[config.mk]
export PLATFORM = sky130hd
export DESIGN_NAME = packet_framer_flat
export DESIGN_NICKNAME = d
export VERILOG_FILES = /design/src/rtl/packet_framer_pkg.sv /design/src/rtl/packet_framer_if.sv /design/src/rtl/packet_framer_realign_buf.sv /design/src/rtl/packet_framer.sv /design/src/flat_wrapper.sv
export SDC_FILE = /design/constraint.sdc
export NUM_CORES = 1
export LEC_CHECK = 0
export ABC_AREA = 1
export CAP_MARGIN = 25
export CORE_ASPECT_RATIO = 0.7
export CORE_MARGIN = 4
export CORE_UTILIZATION = 45
export DETAILED_ROUTE_END_ITERATION = 7
export GPL_TIMING_DRIVEN = 0
export PLACE_DENSITY = 0.84
export SLEW_MARGIN = 0
export SYNTH_ARGS = -nofsm -noshare
export SYNTH_HDL_FRONTEND = slang
export SYNTH_SLANG_ARGS = --single-unit
[constraint.sdc]
create_clock -name iClk -period 1.7 [get_ports iClk]
set_input_delay 0.255 -clock iClk [delete_from_list [all_inputs] [get_ports iClk]]
set_output_delay 0.255 -clock iClk [all_outputs]
set_load 0.01 [all_outputs]
[src/rtl/packet_framer_pkg.sv]
// Shared constants, state encoding and byte-enable helpers for the packet framer.
// Byte 0 of every beat sits in the MSBs; byte-enable bit 7 qualifies byte 0.
package packet_framer_pkg;

   localparam int DATA_BYTES  = 8;
   localparam int HDR_A_BYTES = 4;
   localparam int HDR_B_BYTES = 4;
   localparam int HDR_C_BYTES = 4;
   localparam int HDR_OFFSET  = (HDR_A_BYTES + HDR_B_BYTES + HDR_C_BYTES) % DATA_BYTES;

   typedef enum logic [2:0] {
      IDLE = 3'd0,
      HDR0 = 3'd1,
      HDR1 = 3'd2,
      BODY = 3'd3,
      TAIL = 3'd4
   } framer_state_t;

   // Byte enable with the top n bytes set; n above DATA_BYTES saturates to all ones.
   function automatic logic [7:0] be_from_count(input logic [3:0] n);
      logic [7:0] r;
      r = 8'h00;
      for (int i = 0; i < 8; i++) begin
         if (i < int'(n)) r[7-i] = 1'b1;
      end
      return r;
   endfunction

   // Count of consecutive ones starting at byte 0 (bit 7).
   function automatic logic [3:0] lead_ones(input logic [7:0] be);
      logic [3:0] c;
      logic       run;
      c   = 4'd0;
      run = 1'b1;
      for (int i = 7; i >= 0; i--) begin
         if (run && be[i]) c = c + 4'd1;
         else              run = 1'b0;
      end
      return c;
   endfunction

   function automatic logic [63:0] be_to_mask(input logic [7:0] be);
      logic [63:0] m;
      for (int i = 0; i < 8; i++) m[i*8 +: 8] = {8{be[i]}};
      return m;
   endfunction

endpackage

[src/rtl/packet_framer_if.sv]
// Header, payload and framed-output signals of the packet framer.
// master = upstream/downstream environment, slave = the framer itself.
interface packet_framer_if;

   logic [31:0] iHeader_A;
   logic [31:0] iHeader_B;
   logic [31:0] iHeader_C;
   logic        iHeader_valid;
   logic        oHeader_ready;

   logic [63:0] iPayload;
   logic        iPayload_valid;
   logic        oPayload_ready;
   logic        iSop;
   logic        iEop;
   logic [7:0]  iByte_enable;

   // Handshakes: a transfer happens on a rising edge where valid && ready;
   // a producer holds its beat unchanged while valid is high and ready is low.
   logic [63:0] oPacket;
   logic        oValid;
   logic        iReady;
   logic        oSop;
   logic        oEop;
   logic [7:0]  oByte_enable;
   logic        oProtocol_error;

   modport master (
      output iHeader_A, iHeader_B, iHeader_C, iHeader_valid,
      output iPayload, iPayload_valid, iSop, iEop, iByte_enable,
      output iReady,
      input  oHeader_ready, oPayload_ready,
      input  oPacket, oValid, oSop, oEop, oByte_enable, oProtocol_error
   );

   modport slave (
      input  iHeader_A, iHeader_B, iHeader_C, iHeader_valid,
      input  iPayload, iPayload_valid, iSop, iEop, iByte_enable,
      input  iReady,
      output oHeader_ready, oPayload_ready,
      output oPacket, oValid, oSop, oEop, oByte_enable, oProtocol_error
   );

endinterface

[src/rtl/packet_framer_realign_buf.sv]
// 4-byte carry register and merge mux that re-aligns payload behind the 12-byte header,
// plus the eop byte-count split between the merged beat and the trailing beat.
module framer_realign_buf
   import packet_framer_pkg::*;
(
   input  logic        clk,
   input  logic        rst_n,
   input  logic        carry_load,
   input  logic        use_hdr_c,
   input  logic [31:0] hdr_c,
   input  logic [63:0] payload,
   input  logic        eop,
   input  logic [7:0]  byte_enable,
   output logic [63:0] merged,
   output logic [63:0] tail,
   output logic        short_eop,
   output logic        long_eop,
   output logic [7:0]  be_merged,
   output logic [7:0]  be_tail,
   output logic        be_error
);

   logic [31:0] carry;
   logic [3:0]  carry_cnt;
   logic [3:0]  n;
   logic [31:0] head;

   always_comb begin
      n         = eop ? lead_ones(byte_enable) : 4'd8;
      short_eop = eop && (n <= 4'd4);
      long_eop  = eop && (n > 4'd4);
      be_error  = eop && (byte_enable != be_from_count(lead_ones(byte_enable)));
      be_merged = short_eop ? be_from_count(n + 4'd4) : 8'hFF;
      head      = use_hdr_c ? hdr_c : carry;
      merged    = {head, payload[63:32]} & be_to_mask(be_merged);
      // carry_cnt holds the full byte count of the eop beat that spilled into TAIL
      be_tail   = be_from_count(carry_cnt - 4'd4);
      tail      = {carry, 32'h0} & be_to_mask(be_tail);
   end

   always_ff @(posedge clk or negedge rst_n) begin
      if (!rst_n) begin
         carry     <= 32'h0;
         carry_cnt <= 4'd0;
      end else if (carry_load) begin
         carry     <= payload[31:0];
         carry_cnt <= n;
      end
   end

endmodule

[src/rtl/packet_framer.sv]
// Transmit framer: emits header A|B, then C followed by the payload shifted by 4 bytes,
// with registered sop/eop/byte-enable and a one-cycle pulse on input framing violations.
module packet_framer
   import packet_framer_pkg::*;
(
   input  logic          iClk,
   input  logic          iReset,
   packet_framer_if.slave bus,
   output framer_state_t state_dbg
);

   framer_state_t state, state_d;

   logic [31:0] hdr_a, hdr_b, hdr_c;
   logic [63:0] pkt_q, pkt_d;
   logic        valid_q, valid_d;
   logic        sop_q, sop_d;
   logic        eop_q, eop_d;
   logic [7:0]  be_q, be_d;
   logic        err_q, err_d;

   logic        load_en;
   logic        payload_ready;
   logic        payload_fire;
   logic        header_fire;
   logic        carry_load;
   logic        use_hdr_c;

   logic [63:0] merged, tail;
   logic        short_eop, long_eop, be_error;
   logic [7:0]  be_merged, be_tail;

   // The output register may take a new beat whenever it is empty or being drained.
   assign load_en       = !valid_q || bus.iReady;
   assign payload_ready = ((state == HDR1) || (state == BODY)) && load_en;
   assign payload_fire  = payload_ready && bus.iPayload_valid;
   assign header_fire   = (state == IDLE) && bus.iHeader_valid;

   assign bus.oHeader_ready   = (state == IDLE);
   assign bus.oPayload_ready  = payload_ready;
   assign bus.oPacket         = pkt_q;
   assign bus.oValid          = valid_q;
   assign bus.oSop            = sop_q;
   assign bus.oEop            = eop_q;
   assign bus.oByte_enable    = be_q;
   assign bus.oProtocol_error = err_q;
   assign state_dbg           = state;

   framer_realign_buf u_realign (
      .clk         (iClk),
      .rst_n       (iReset),
      .carry_load  (carry_load),
      .use_hdr_c   (use_hdr_c),
      .hdr_c       (hdr_c),
      .payload     (bus.iPayload),
      .eop         (bus.iEop),
      .byte_enable (bus.iByte_enable),
      .merged      (merged),
      .tail        (tail),
      .short_eop   (short_eop),
      .long_eop    (long_eop),
      .be_merged   (be_merged),
      .be_tail     (be_tail),
      .be_error    (be_error)
   );

   always_comb begin
      state_d    = state;
      pkt_d      = pkt_q;
      valid_d    = valid_q;
      sop_d      = sop_q;
      eop_d      = eop_q;
      be_d       = be_q;
      err_d      = 1'b0;
      carry_load = 1'b0;
      use_hdr_c  = 1'b0;
      if (load_en) valid_d = 1'b0;
      case (state)
         IDLE: begin
            if (header_fire) state_d = HDR0;
         end
         HDR0: begin
            if (load_en) begin
               pkt_d   = {hdr_a, hdr_b};
               valid_d = 1'b1;
               sop_d   = 1'b1;
               eop_d   = 1'b0;
               be_d    = 8'hFF;
               state_d = HDR1;
            end
         end
         HDR1, BODY: begin
            use_hdr_c = (state == HDR1);
            if (payload_fire) begin
               pkt_d   = merged;
               valid_d = 1'b1;
               sop_d   = 1'b0;
               eop_d   = short_eop;
               be_d    = be_merged;
               // A missing sop on the first beat or a stray sop mid-packet is flagged but not acted on.
               err_d   = ((state == HDR1) ? !bus.iSop : bus.iSop) || be_error;
               if (short_eop) begin
                  state_d = IDLE;
               end else begin
                  carry_load = 1'b1;
                  state_d    = long_eop ? TAIL : BODY;
               end
            end
         end
         TAIL: begin
            if (load_en) begin
               pkt_d   = tail;
               valid_d = 1'b1;
               sop_d   = 1'b0;
               eop_d   = 1'b1;
               be_d    = be_tail;
               state_d = IDLE;
            end
         end
         default: state_d = IDLE;
      endcase
   end

   always_ff @(posedge iClk or negedge iReset) begin
      if (!iReset) begin
         state   <= IDLE;
         hdr_a   <= 32'h0;
         hdr_b   <= 32'h0;
         hdr_c   <= 32'h0;
         pkt_q   <= 64'h0;
         valid_q <= 1'b0;
         sop_q   <= 1'b0;
         eop_q   <= 1'b0;
         be_q    <= 8'h00;
         err_q   <= 1'b0;
      end else begin
         state   <= state_d;
         pkt_q   <= pkt_d;
         valid_q <= valid_d;
         sop_q   <= sop_d;
         eop_q   <= eop_d;
         be_q    <= be_d;
         err_q   <= err_d;
         if (header_fire) begin
            hdr_a <= bus.iHeader_A;
            hdr_b <= bus.iHeader_B;
            hdr_c <= bus.iHeader_C;
         end
      end
   end

endmodule

[src/flat_wrapper.sv]
// flat-port wrapper written by rule: the top's interface ports become plain ports
module packet_framer_flat import packet_framer_pkg::*;
  (iClk, iReset, state_dbg, bus_iHeader_A, bus_iHeader_B, bus_iHeader_C, bus_iHeader_valid, bus_iPayload, bus_iPayload_valid, bus_iSop, bus_iEop, bus_iByte_enable, bus_iReady, bus_oHeader_ready, bus_oPayload_ready, bus_oPacket, bus_oValid, bus_oSop, bus_oEop, bus_oByte_enable, bus_oProtocol_error);
  packet_framer_if bus_i ();
  input  logic iClk;
  input  logic iReset;
  output framer_state_t state_dbg;
  input wire logic [$bits(bus_i.iHeader_A)-1:0] bus_iHeader_A;
  input wire logic [$bits(bus_i.iHeader_B)-1:0] bus_iHeader_B;
  input wire logic [$bits(bus_i.iHeader_C)-1:0] bus_iHeader_C;
  input wire logic [$bits(bus_i.iHeader_valid)-1:0] bus_iHeader_valid;
  input wire logic [$bits(bus_i.iPayload)-1:0] bus_iPayload;
  input wire logic [$bits(bus_i.iPayload_valid)-1:0] bus_iPayload_valid;
  input wire logic [$bits(bus_i.iSop)-1:0] bus_iSop;
  input wire logic [$bits(bus_i.iEop)-1:0] bus_iEop;
  input wire logic [$bits(bus_i.iByte_enable)-1:0] bus_iByte_enable;
  input wire logic [$bits(bus_i.iReady)-1:0] bus_iReady;
  output wire logic [$bits(bus_i.oHeader_ready)-1:0] bus_oHeader_ready;
  output wire logic [$bits(bus_i.oPayload_ready)-1:0] bus_oPayload_ready;
  output wire logic [$bits(bus_i.oPacket)-1:0] bus_oPacket;
  output wire logic [$bits(bus_i.oValid)-1:0] bus_oValid;
  output wire logic [$bits(bus_i.oSop)-1:0] bus_oSop;
  output wire logic [$bits(bus_i.oEop)-1:0] bus_oEop;
  output wire logic [$bits(bus_i.oByte_enable)-1:0] bus_oByte_enable;
  output wire logic [$bits(bus_i.oProtocol_error)-1:0] bus_oProtocol_error;
  assign bus_i.iHeader_A = bus_iHeader_A;
  assign bus_i.iHeader_B = bus_iHeader_B;
  assign bus_i.iHeader_C = bus_iHeader_C;
  assign bus_i.iHeader_valid = bus_iHeader_valid;
  assign bus_i.iPayload = bus_iPayload;
  assign bus_i.iPayload_valid = bus_iPayload_valid;
  assign bus_i.iSop = bus_iSop;
  assign bus_i.iEop = bus_iEop;
  assign bus_i.iByte_enable = bus_iByte_enable;
  assign bus_i.iReady = bus_iReady;
  assign bus_oHeader_ready = bus_i.oHeader_ready;
  assign bus_oPayload_ready = bus_i.oPayload_ready;
  assign bus_oPacket = bus_i.oPacket;
  assign bus_oValid = bus_i.oValid;
  assign bus_oSop = bus_i.oSop;
  assign bus_oEop = bus_i.oEop;
  assign bus_oByte_enable = bus_i.oByte_enable;
  assign bus_oProtocol_error = bus_i.oProtocol_error;
  packet_framer u_core (.iClk(iClk), .iReset(iReset), .bus(bus_i), .state_dbg(state_dbg));
endmodule
After elaboration in Yosys (flattened, before gate mapping):

Cells that the tools add are included.

* word-level logic and storage cells: 156
* register bits after elaboration: 211
* output and inout port bits: 81

* reductions and logical operators: 24
* eq/ne operators: 9
* $lt $le $gt $ge: 26
* bitwise gates (word level): 2
* add/subtract/negate cells: 9
* mux-type cells: 74

Operators by type and width (count)
* 2-to-1 mux 64 bit: 3
* one-hot mux 64 bit (3 select lines): 1
* bitwise AND 64 bit: 2
* less-than comparator 3 x 4 -> 1 bit, first input constant: 12
* 2-to-1 mux 1 bit: 46
* 2-to-1 mux 32 bit: 1
* 2-to-1 mux 4 bit: 8
* 2-to-1 mux 8 bit: 4
* adder 4 x 1 -> 4 bit, second input constant: 7
* less-than comparator 1 x 4 -> 1 bit, first input constant: 6
* less-than comparator 2 x 4 -> 1 bit, first input constant: 6
* one-hot mux 8 bit (3 select lines): 1
* 2-to-1 mux 3 bit: 6
* logical AND 1 bit: 13
* one-hot mux 3 bit (4 select lines): 1
* != test 2 x 1 -> 1 bit, second input constant: 4
* != test 8 bit: 1
* AND reduction 4 bit: 2
* == test 3 x 2 -> 1 bit, second input constant: 2
* one-hot mux 1 bit (3 select lines): 2
* adder 4 x 3 -> 4 bit, second input constant: 1
* greater-than comparator 4 x 3 -> 1 bit, second input constant: 1
* less-or-equal comparator 4 x 3 -> 1 bit, second input constant: 1
* OR reduction 2 bit: 2
* 8 further kinds: 11

Longest topological paths before layout:

Gate-level depths: netlist (run 1).

* depth in word-level cells: 23
* mapped depth: 30
* gate-level depth less buffers: 29

Modules after synthesis:

Synthesis (run 1) repeated with hierarchy kept, for this count alone.

* cells, all modules: 1663
* area total of the unflattened synthesis: 11591.1 µm²

Modules (own cells, without submodules)
* packet_framer: times used 1, cells each 1094, area an instance 8226.6 µm²
* framer_realign_buf: times used 1, cells each 569, area an instance 3364.5 µm²

Least setup slack after synthesis (run 1):

No wires, ideal clock.

* path type: input-to-reg
* start point: input port bus_iByte_enable[7]
* end point: register u_core.u_realign.carry[1]
* required time: 1.582 ns
* stages: 27
* library setup time: 0.118 ns
* path slack: -1.573 ns
* arrival time: 3.156 ns
* path buffers: 1
* path through: nand2_2 > inv_2 > ha_1 > nor2_1 > nor2_1 > nand2_1 > nand2_1 > ha_1 > inv_1 > nand4_1 > nand2_1 > nand2_1 > nand3_2 > nand2_2 > ha_1 > or2_2 > nand2_1 > nand2_1 > nand2_1 > nand2_1 > o21ai_4 > nand2_2 > nand2_2 > inv_2 > buf_6 > nand2_1 > o21ai_2

* word-level cells in the longest chain between the ends: 21
* elaborated cells between the ends (all ways): 35
* those cells by class: add/sub: 7; order compare: 1; mux: 19; reduce/logical: 8

RTL lines
* start, declared: RTL line flat_wrapper.sv:16 `input wire logic [$bits(bus_i.iByte_enable)-1:0] bus_iByte_enable;`
* 2-to-1 mux 1 bit: RTL line packet_framer_pkg.sv:36 `if (run && be[i]) c = c + 4'd1;`
* adder 4 x 1 -> 4 bit / logical AND 1 bit (equally long branches): RTL line packet_framer_pkg.sv:36
* 2-to-1 mux 4 bit / 2-to-1 mux 1 bit (equally long branches): RTL line packet_framer_pkg.sv:36
* adder 4 x 1 -> 4 bit / logical AND 1 bit (equally long branches): RTL line packet_framer_pkg.sv:36
* 2-to-1 mux 4 bit / 2-to-1 mux 1 bit (equally long branches): RTL line packet_framer_pkg.sv:36
* adder 4 x 1 -> 4 bit / logical AND 1 bit (equally long branches): RTL line packet_framer_pkg.sv:36
* 2-to-1 mux 4 bit / 2-to-1 mux 1 bit (equally long branches): RTL line packet_framer_pkg.sv:36
* adder 4 x 1 -> 4 bit / logical AND 1 bit (equally long branches): RTL line packet_framer_pkg.sv:36
* [5 not listed]
* adder 4 x 1 -> 4 bit / logical AND 1 bit (equally long branches): RTL line packet_framer_pkg.sv:36
* 2-to-1 mux 4 bit (*): RTL line packet_framer_pkg.sv:36
* 2-to-1 mux 4 bit (*): RTL line packet_framer_realign_buf.sv:29 `n = eop ? lead_ones(byte_enable) : 4'd8;`
* less-or-equal comparator 4 x 3 -> 1 bit (*): RTL line packet_framer_realign_buf.sv:30 `short_eop = eop && (n <= 4'd4);`
* logical AND 1 bit (*): RTL line packet_framer_realign_buf.sv:30
* 2-to-1 mux 1 bit (*): RTL line packet_framer.sv:102 `if (short_eop) begin`
* 2-to-1 mux 1 bit (*): RTL line packet_framer.sv:94 `if (payload_fire) begin`
* 2-to-1 mux 1 bit (*): RTL line packet_framer.sv:78 `case (state)`
* end signal, assigned: RTL line packet_framer_realign_buf.sv:46 `carry <= payload[31:0];`
* end, declared: RTL line packet_framer_realign_buf.sv:23 `logic [31:0] carry;`

Every way passes the cells marked *; elsewhere a longest branch is shown, timed or not.
A chain may end at the register's enable or synchronous reset.

Final worst setup path (run 1):

* start point: input port bus_iByte_enable[6]
* end point: register u_core.pkt_q[40] (netlist: u_core.bus.oPacket[40])

* word-level cells in the longest chain between the ends: 22
* elaborated cells between the ends (all ways): 36
* those cells by class: add/sub: 7; order compare: 2; mux: 18; bitwise: 1; reduce/logical: 8

RTL lines
* logical AND 1 bit (*): RTL line packet_framer_pkg.sv:36
* 2-to-1 mux 4 bit / 2-to-1 mux 1 bit (equally long branches): RTL line packet_framer_pkg.sv:36
* adder 4 x 1 -> 4 bit / logical AND 1 bit (equally long branches): RTL line packet_framer_pkg.sv:36
* 2-to-1 mux 4 bit / 2-to-1 mux 1 bit (equally long branches): RTL line packet_framer_pkg.sv:36
* adder 4 x 1 -> 4 bit / logical AND 1 bit (equally long branches): RTL line packet_framer_pkg.sv:36
* 2-to-1 mux 4 bit / 2-to-1 mux 1 bit (equally long branches): RTL line packet_framer_pkg.sv:36
* adder 4 x 1 -> 4 bit / logical AND 1 bit (equally long branches): RTL line packet_framer_pkg.sv:36
* 2-to-1 mux 4 bit / 2-to-1 mux 1 bit (equally long branches): RTL line packet_framer_pkg.sv:36
* [6 not listed]
* 2-to-1 mux 4 bit (*): RTL line packet_framer_realign_buf.sv:29
* adder 4 x 3 -> 4 bit: RTL line packet_framer_realign_buf.sv:33 `be_merged = short_eop ? be_from_count(n + 4'd4) : 8'hFF;`
* less-than comparator 2 x 4 -> 1 bit: RTL line packet_framer_pkg.sv:24 `if (i < int'(n)) r[7-i] = 1'b1;`
* 2-to-1 mux 1 bit: RTL line packet_framer_pkg.sv:24
* 2-to-1 mux 8 bit (*): RTL line packet_framer_realign_buf.sv:33
* bitwise AND 64 bit (*): RTL line packet_framer_realign_buf.sv:35 `merged = {head, payload[63:32]} & be_to_mask(be_merged);`
* 2-to-1 mux 64 bit (*): RTL line packet_framer.sv:94
* one-hot mux 64 bit (3 select lines) (*): RTL line packet_framer.sv:78
* end signal, assigned: RTL line packet_framer.sv:138 `pkt_q <= pkt_d;`
* end, declared: RTL line packet_framer.sv:15 `logic [63:0] pkt_q, pkt_d;`

Every way passes the cells marked *; elsewhere a longest branch is shown, timed or not. The select of a mux whose other input is x is not followed.

==> flow_summary_export.csv, run 1 <==
group,metric,value,unit
status,status,"complete, but fails checks",
status,violations,"setup timing",
detailed_routing,drt_wl_total,39000,µm
cells_and_area,final_common_cell,"nand2_1",
detailed_routing,drc,0,
pwr,internal_power,17.4,mW
placement,dpl.hpwl,23800,µm
run,cap_viol_max_count,0,
clock_tree,htreeDepth,1,
logic_synthesis,yosysSeqAreaShare,0.514,
placement,gp_congestion,0.850,
floorplan,io-pin-count,256,
cells_and_area,final_cells,1828,
pwr,vdd_drop_max,1.01,mV
setup_path,cp_max_fo,8,
cells_and_area,final_cell_mix,"228 x nand2_1, 210 x dfrtp_1, 197 x clkdlybuf4s50_1, 116 x a21oi_1, 105 x mux2_2",
cells_and_area,nFillCells,1438,
global_routing,antenna_found_initial,1,
timing,fin_ws,-1.39,ns
pwr,switchingPower,11.4,mW
timing,worstMarginPinSlew,0.949,ns
pwr,p_leak,7.82,nW
timing,setup_viol,181,
pwr,finalPower,28.8,mW
cells_and_area,final_nets,1693,
clock_tree,cts.path.max_buffers,3,
global_routing,grt_pass1_wl,52600,µm
timing,hold_viol_final,0,
detailed_routing,wl_per_cell,21.4,µm
placement,dp.cells,1716,
timing,finalHoldWorstSlack,0.289,ns
pwr,pwr-share-comb,0.504,
global_routing,grt_busiest_layer,"met2",
clock_tree,cts_tree,"done",
timing,fin_skew,0.0145,ns
global_routing,grtUsageTotal,0.259,
timing,max_clock_freq,0.324,GHz
logic_synthesis,synth_nets,1341,
logic_synthesis,synth_cell_types,37,
clock_tree,clk_pin_slew_worst_paths,0.06,ns
pwr,seqPwrFrac,0.312,
setup_path,critPathKind,"input pin to flop",
detailed_routing,first_pass_iters,5,
cells_and_area,stdcell_area,16400,µm²
logic_synthesis,synthCells,1156,
timing,fin_crit,3.09,ns
placement,post-place-ws,-2.71,ns
global_routing,grt_overflow,0,
floorplan,die_w,189,µm
cells_and_area,areaGrowthSynthToFinish,59.2,%
clock_tree,root_buffer,"clkbuf_16",
setup_path,cp-start-kind,"input pin",
logic_synthesis,ys_ff_latch,211,
pwr,p_clk_frac,0.184,
setup_path,critical_path_arrival,3.49,ns
global_routing,met1_usage,0.363,
logic_synthesis,syn_area,10300,µm²
floorplan,rows,45,
global_routing,grt_start_max_net_pins,122,
global_routing,grt_util_met3,0.0570,
timing,rsz0062_at_grt,"true",
logic_synthesis,yosysWarnings,0,
floorplan,fp.dieH,134,µm
detailed_routing,vias,10200,
placement,io_buffer_count,254,
clock_tree,clock_latency,0.51,ns
floorplan,start_util,0.466,
global_routing,grt_pass1_vias,9547,
pwr,powerDensity,1760,nW/µm²
clock_tree,clock-sinks,211,
detailed_routing,detail-route-antenna-nets,0,
timing,setup_tns,-147.39,ns
timing,min_period_over_period,1.82,
timing,slew_headroom,0.367,
logic_synthesis,syn_avg_cell_area,8.89,µm²
detailed_routing,drtIter0Drc,876,
setup_path,cp-end-kind,"flop",
clock_tree,cts_buffers,22,
cells_and_area,diodes,0,
cells_and_area,layout-drive-gt1-share,0.312,
global_routing,use_met2,0.417,
setup_path,worst_ep_required_time,2.10,ns
placement,dpl-instance-area,13400,µm²
hold_path,hp-class,"input pin to flop",
detailed_routing,vias_per_cell,5.58,
pwr,p_sw_frac,0.395,
floorplan,core,22100,µm²
timing,drv_slew,0,
cells_and_area,final_util,0.741,
floorplan,die_area,25400,µm²
==> cell usage after synthesis (all sizes together) <==
| master | instances | area, µm² |
|---|---|---|
| buf | 10 | 81.3 |
| o31ai | 1 | 7.51 |
| ha | 10 | 125 |
| nand3 | 94 | 513 |
| mux2i | 1 | 10.0 |
| or2 | 1 | 6.26 |
| mux2 | 105 | 1180 |
| a211oi | 1 | 7.51 |
| nand4 | 2 | 12.5 |
| clkbuf | 49 | 184 |
| a31oi | 1 | 6.26 |
| o211ai | 2 | 15.0 |
| nor2 | 122 | 482 |
| nand3b | 1 | 11.3 |
| o21ai | 28 | 185 |
| nand2 | 294 | 1130 |
| dfrtp | 211 | 5280 |
| a21o | 1 | 7.51 |
| xor2 | 2 | 17.5 |
| a21oi | 143 | 719 |
| inv | 74 | 278 |
| nor4 | 1 | 6.26 |
| clkinv | 2 | 8.75 |
==> registers in the layout (all words and copies together) (netlist names), 3 cells and up <==
name,flops
u_core.bus.oByte_enable,8
u_core.bus.oPacket,64
u_core.u_realign.carry_cnt,4
u_core.state_dbg,3
u_core.hdr_c,32
u_core.hdr_a,32
u_core.u_realign.carry,32
u_core.hdr_b,32
==> metal layers <==
metal	wire length, µm	up-vias
met5	13	-
met4	1510	2
met3	3580	115
met2	18300	564
met1	15600	5011
li1	-	4503
==> logic make-up after synthesis <==
family / share of synthesized area
and+or+nand+nor: 0.210
DFF: 0.514
AOI/OAI and AO/OA: 0.0923
buffers and inverters: 0.0537
muxes: 0.116
adders and majority gates: 0.0122
xor gates and xnor gates: 0.00170
==> power groups by stage <==
stage                     Clock [mW]  Combinational, mW  Sequential (mW)
after floorplan                    0               6.79             9.00
after global placement             0               11.4             8.84
after detailed placement           0               11.7             8.92
after CTS                       5.31               12.3             8.86
after global routing            5.53               15.6             9.19
final                           5.30               14.5             8.98
==> area by class of cell <==
type                            count  area, µm²  area share
Multi-Input combinational cell    815       5540       0.338
Timing Repair inverter              1       8.76    0.000535
Clock buffer                       30        662      0.0405
Buffer                             57        473      0.0289
Tap cell                          305        382      0.0233
Timing Repair Buffer              324       3560       0.217
Clock inverter                      9        136     0.00834
Sequential cell                   211       5280       0.323
Inverter                           76        324      0.0198
==> worst max-delay path: stages <==
cell and delay [ns]:
buf_12 0.12, nand3_4 0.08, nand2_4 0.08, ha_4 0.28, nor2_4 0.03, nor2_2 0.12
ha_1 0.25, inv_2 0.07, nand3_2 0.08, nand2_2 0.09, nand3_1 0.13, nand3_4 0.14
nand2_4 0.09, ha_4 0.24, or2_4 0.25, nand3_1 0.17, inv_1 0.14, nand2_1 0.15
nand2_1 0.06, inv_1 0.12, nand3_4 0.21, nand3_2 0.15, nand2_2 0.06, nand2_1 0.06
nand2_1 0.05
==> final timing paths <==
path,from,to,slack [ns],cells after the start
worst min register to register,u_core.bus.oPacket[59]$_DFFE_PN0P_,u_core.bus.oPacket[59]$_DFFE_PN0P_,0.48,2
max in group asynchronous,iReset,u_core.hdr_b[3]$_DFFE_PN0P_,0.32,3
min in group asynchronous,iReset,u_core.hdr_a[20]$_DFFE_PN0P_,0.32,2
worst max register to register,u_core.state_dbg[0]$_DFFE_PN0P_,u_core.bus.oPacket[31]$_DFFE_PN0P_,-0.59,13
worst min-delay path,bus_iPayload[28],u_core.u_realign.carry[28]$_DFFE_PN0P_,0.29,3
worst max-delay path,bus_iByte_enable[6],u_core.bus.oPacket[40]$_DFFE_PN0P_,-1.39,25
==> timing repair <==
action / CTS / global route
gates resized for setup: 152 / 256
gates cloned: 3 / 18
pin swaps: 16 / 52
hold buffers: 1 / 0
setup buffers: 19 / 35
endpoints found under the hold margin: 90 / 0
endpoints found under the setup margin: 231 / 241
No activity file was read; power rests on OpenSTA's default activity.
==> run 2, diff against run 1 <==
--- a/config.mk
+++ b/config.mk
@@ -5,7 +5,6 @@
 export SDC_FILE = /design/constraint.sdc
 export NUM_CORES = 1
 export LEC_CHECK = 0
-export ABC_AREA = 1
 export CAP_MARGIN = 25
 export CORE_ASPECT_RATIO = 0.7
 export CORE_MARGIN = 4
==> run 2 against run 1 <==
Effect of this change:
- the flow still finishes with violations (setup timing)
- critical path depth is 2 lower
- clock skew up 0.0031 ns
- clock power is 14% lower
- flip-flop and latch count is the same
- worst hold slack better by 0.046 ns
- final area shrank 7.5%
- first-iteration DRC count fell by 22%
- fmax fell by 16%
- combinational power decreased by 12%
- via count fell by 14%
- wire length shrank 14%
==> flow_summary_export.csv, run 2 <==
group,metric,value,unit
run,cap_viol_max_count,0,
placement,post-place-ws,-3.53,ns
setup_path,cp-end-kind,"flop",
clock_tree,clk_pin_slew_worst_paths,0.06,ns
cells_and_area,final_cells,1496,
global_routing,grt_start_max_net_pins,125,
timing,setup_tns,-213.42,ns
clock_tree,cts_buffers,21,
setup_path,critical_path_arrival,4.07,ns
cells_and_area,nFillCells,1471,
logic_synthesis,synth.most_common_cell,"dfrtp_1",
cells_and_area,final_common_cell,"clkdlybuf4s50_1",
timing,rsz0062_at_grt,"true",
setup_path,crit_start,"bus_iByte_enable[7]",
cells_and_area,diodes,0,
cells_and_area,layout-drive-gt1-share,0.297,
timing,fin_skew,0.0176,ns
logic_synthesis,syn_avg_cell_area,11.4,µm²
floorplan,core,21700,µm²
floorplan,die_area,24500,µm²
floorplan,start_util,0.458,
timing,slew_headroom,0.396,
placement,dpl-instance-area,13300,µm²
clock_tree,clock_latency,0.51,ns
global_routing,grt_pass1_wl,50300,µm
timing,worstMarginPinSlew,0.906,ns
hold_path,hp-class,"input pin to async pin",
setup_path,reg2reg_depth,9,
pwr,vdd_drop_max,0.933,mV
floorplan,fp.dieH,132,µm
cells_and_area,largest_reg_flops,64,
logic_synthesis,synthFlopType,"dfrtp_1",
logic_synthesis,synth_nets,1058,
logic_synthesis,synth_cell_types,72,
logic_synthesis,yosys-top-cells-count,"211 x dfrtp_1, 125 x mux2_2, 81 x nand2_1",
floorplan,rows,45,
detailed_routing,vias_per_cell,5.83,
cells_and_area,final_util,0.698,
placement,io_buffer_count,252,
cells_and_area,final_nets,1387,
global_routing,grt_pass1_vias,8913,
timing,min_period_over_period,2.17,
timing,setup_viol,220,
cells_and_area,stdcell_area,15100,µm²
timing,drv_slew,0,
detailed_routing,drt_wl_total,33600,µm
clock_tree,clock-sinks,211,
logic_synthesis,synthArstFlopShare,1.00,
timing,fin_crit,3.69,ns
pwr,p_leak,6.35,nW
logic_synthesis,synthCells,873,
detailed_routing,drc,0,
timing,max_clock_freq,0.271,GHz
detailed_routing,detail-route-antenna-nets,0,
floorplan,io-pin-count,256,
placement,gp_congestion,0.953,
global_routing,grtUsageTotal,0.259,
setup_path,cp_max_fo,8,
logic_synthesis,yosysSeqAreaShare,0.532,
setup_path,slowest_stage,"o31ai_4",
timing,hold_viol_final,0,
detailed_routing,vias,8729,
cells_and_area,areaGrowthSynthToFinish,52.4,%
logic_synthesis,yosysWarnings,0,
setup_path,critPathKind,"input pin to flop",
clock_tree,cts.path.max_buffers,3,
setup_path,worst_ep_required_time,2.07,ns
clock_tree,htreeDepth,1,
clock_tree,cts_tree,"done",
cells_and_area,final_cell_mix,"242 x clkdlybuf4s50_1, 209 x dfrtp_1, 84 x mux2_2, 73 x nand2_1, 72 x nor2_1",
setup_path,path_cells,"buf_12 -> a21boi_4 -> ha_4 -> inv_2 -> a31oi_1 -> ha_1 -> or2_1 -> a21oi_4 -> o21ai_4 -> inv_2 -> ha_4 -> nand2_4 -> xnor2_4 -> nand2_2 -> inv_2 -> ha_4 -> buf_4 -> buf_4 -> o31ai_4 -> nand4_1 -> nor3b_4 -> buf_12 -> a221o_1",
global_routing,antenna_found_initial,3,
setup_path,reg2reg_from,"u_core.state_dbg[0]$_DFFE_PN0P_",
logic_synthesis,synthTopCellsByArea,"dfrtp_1 53%, mux2_2 14%, nand2_1 3.1%, nor2_1 2.9%, nor3_1 2.8%",
detailed_routing,wl_per_cell,22.4,µm
clock_tree,root_buffer,"clkbuf_16",
logic_synthesis,ys_ff_latch,211,
logic_synthesis,syn_area,9930,µm²
placement,dpl.hpwl,23100,µm
global_routing,grt_overflow,0,
logic_synthesis,synth_edf_count,0,
logic_synthesis,synth_top_cell_by_area,"dfrtp_1",
timing,fin_ws,-1.99,ns
setup_path,crit_path_max_incr_delay,0.42,ns
logic_synthesis,yosys.area.top_type_share,0.532,
detailed_routing,drtIter0Drc,680,
placement,dp.cells,1409,
detailed_routing,first_pass_iters,5,
status,violations,"setup timing",
floorplan,die_w,186,µm
setup_path,cp-start-kind,"input pin",
pwr,powerDensity,1750,nW/µm²
status,status,"complete, but fails checks",
run 2: path summary, 6_finish.rpt:
| kind | endpoint | slack [ns] |
|---|---|---|
| min in group iClk | u_core.hdr_c[8]$_DFFE_PN0P_ | 0.36 |
| hold / removal | u_core.bus.oPacket[33]$_DFFE_PN0P_ | 0.34 |
| setup / recovery | u_core.bus.oPacket[29]$_DFFE_PN0P_ | -1.99 |
| hold reg to reg | u_core.bus.oByte_enable[4]$_DFFE_PN0P_ | 0.50 |
| max in group asynchronous | u_core.u_realign.carry[28]$_DFFE_PN0P_ | 0.33 |
| setup reg to reg | u_core.bus.oPacket[55]$_DFFE_PN0P_ | -1.02 |
run 2: worst max-delay path, delay by kind of cell:
kind | cells | cell delay (ns)
AOI/OAI and AO/OA | 6 | 1.26
xor gates and xnor gates | 1 | 0.14
buffers and inverters | 7 | 0.69
adders and majority gates | 4 | 0.87
and+or+nand+nor | 5 | 0.84
run 2: layer usage:
layer | part of all wire | GRT usage | wire length [µm]
met5 | 0.0010 | 0 | 35
met4 | 0.030 | 0.0655 | 1020
met2 | 0.46 | 0.413 | 15400
met1 | 0.41 | 0.350 | 13700
met3 | 0.099 | 0.0758 | 3330
run 2: layout make-up:
class / count / area, µm² / area share
Sequential cell: 211 / 5280 / 0.349
Multi-Input combinational cell: 594 / 5110 / 0.338
Timing Repair Buffer: 307 / 3100 / 0.204
Clock buffer: 32 / 617 / 0.0408
Buffer: 54 / 577 / 0.0381
Tap cell: 282 / 353 / 0.0233
Inverter: 13 / 53.8 / 0.00355
Clock inverter: 3 / 43.8 / 0.00289
run 2: timing repair:
item | in CTS | in global routing
endpoints found under the setup margin | 235 | 264
resized for setup | 118 | 61
hold endpoints to repair | 87 | 0
pin swaps | 57 | 17
gates cloned | 1 | 2
hold buffers | 1 | 0
buffers inserted | 32 | 16
run 2: cells by family after synthesis:
kind of cell / count (synthesis) / share of synthesized area
multiplexers: 131 / 0.151
XOR/XNOR: 8 / 0.00705
AND/OR/NAND/NOR: 273 / 0.131
flip-flops: 211 / 0.532
buffers and inverters: 68 / 0.0288
adder cells (fa/ha/maj): 10 / 0.0126
AO/OA/AOI/OAI: 172 / 0.138
run 2: stage by stage:
stage / hold WS [ns] / total power [mW]
after floorplan: -0.0406 / 15.7
after global placement: 0.469 / 20.0
after detailed placement: 0.309 / 20.5
after CTS: 0.275 / 25.8
after global routing: 0.346 / 27.9
final: 0.335 / 26.6
run 2: where the power goes:
part | leakage [nW] | switching, mW | internal [mW] | total (mW)
sequential | 2.50 | 1.70 | 7.60 | 9.30
combinational | 3.52 | 5.99 | 6.69 | 12.7
clock | 0.324 | 1.92 | 2.64 | 4.56
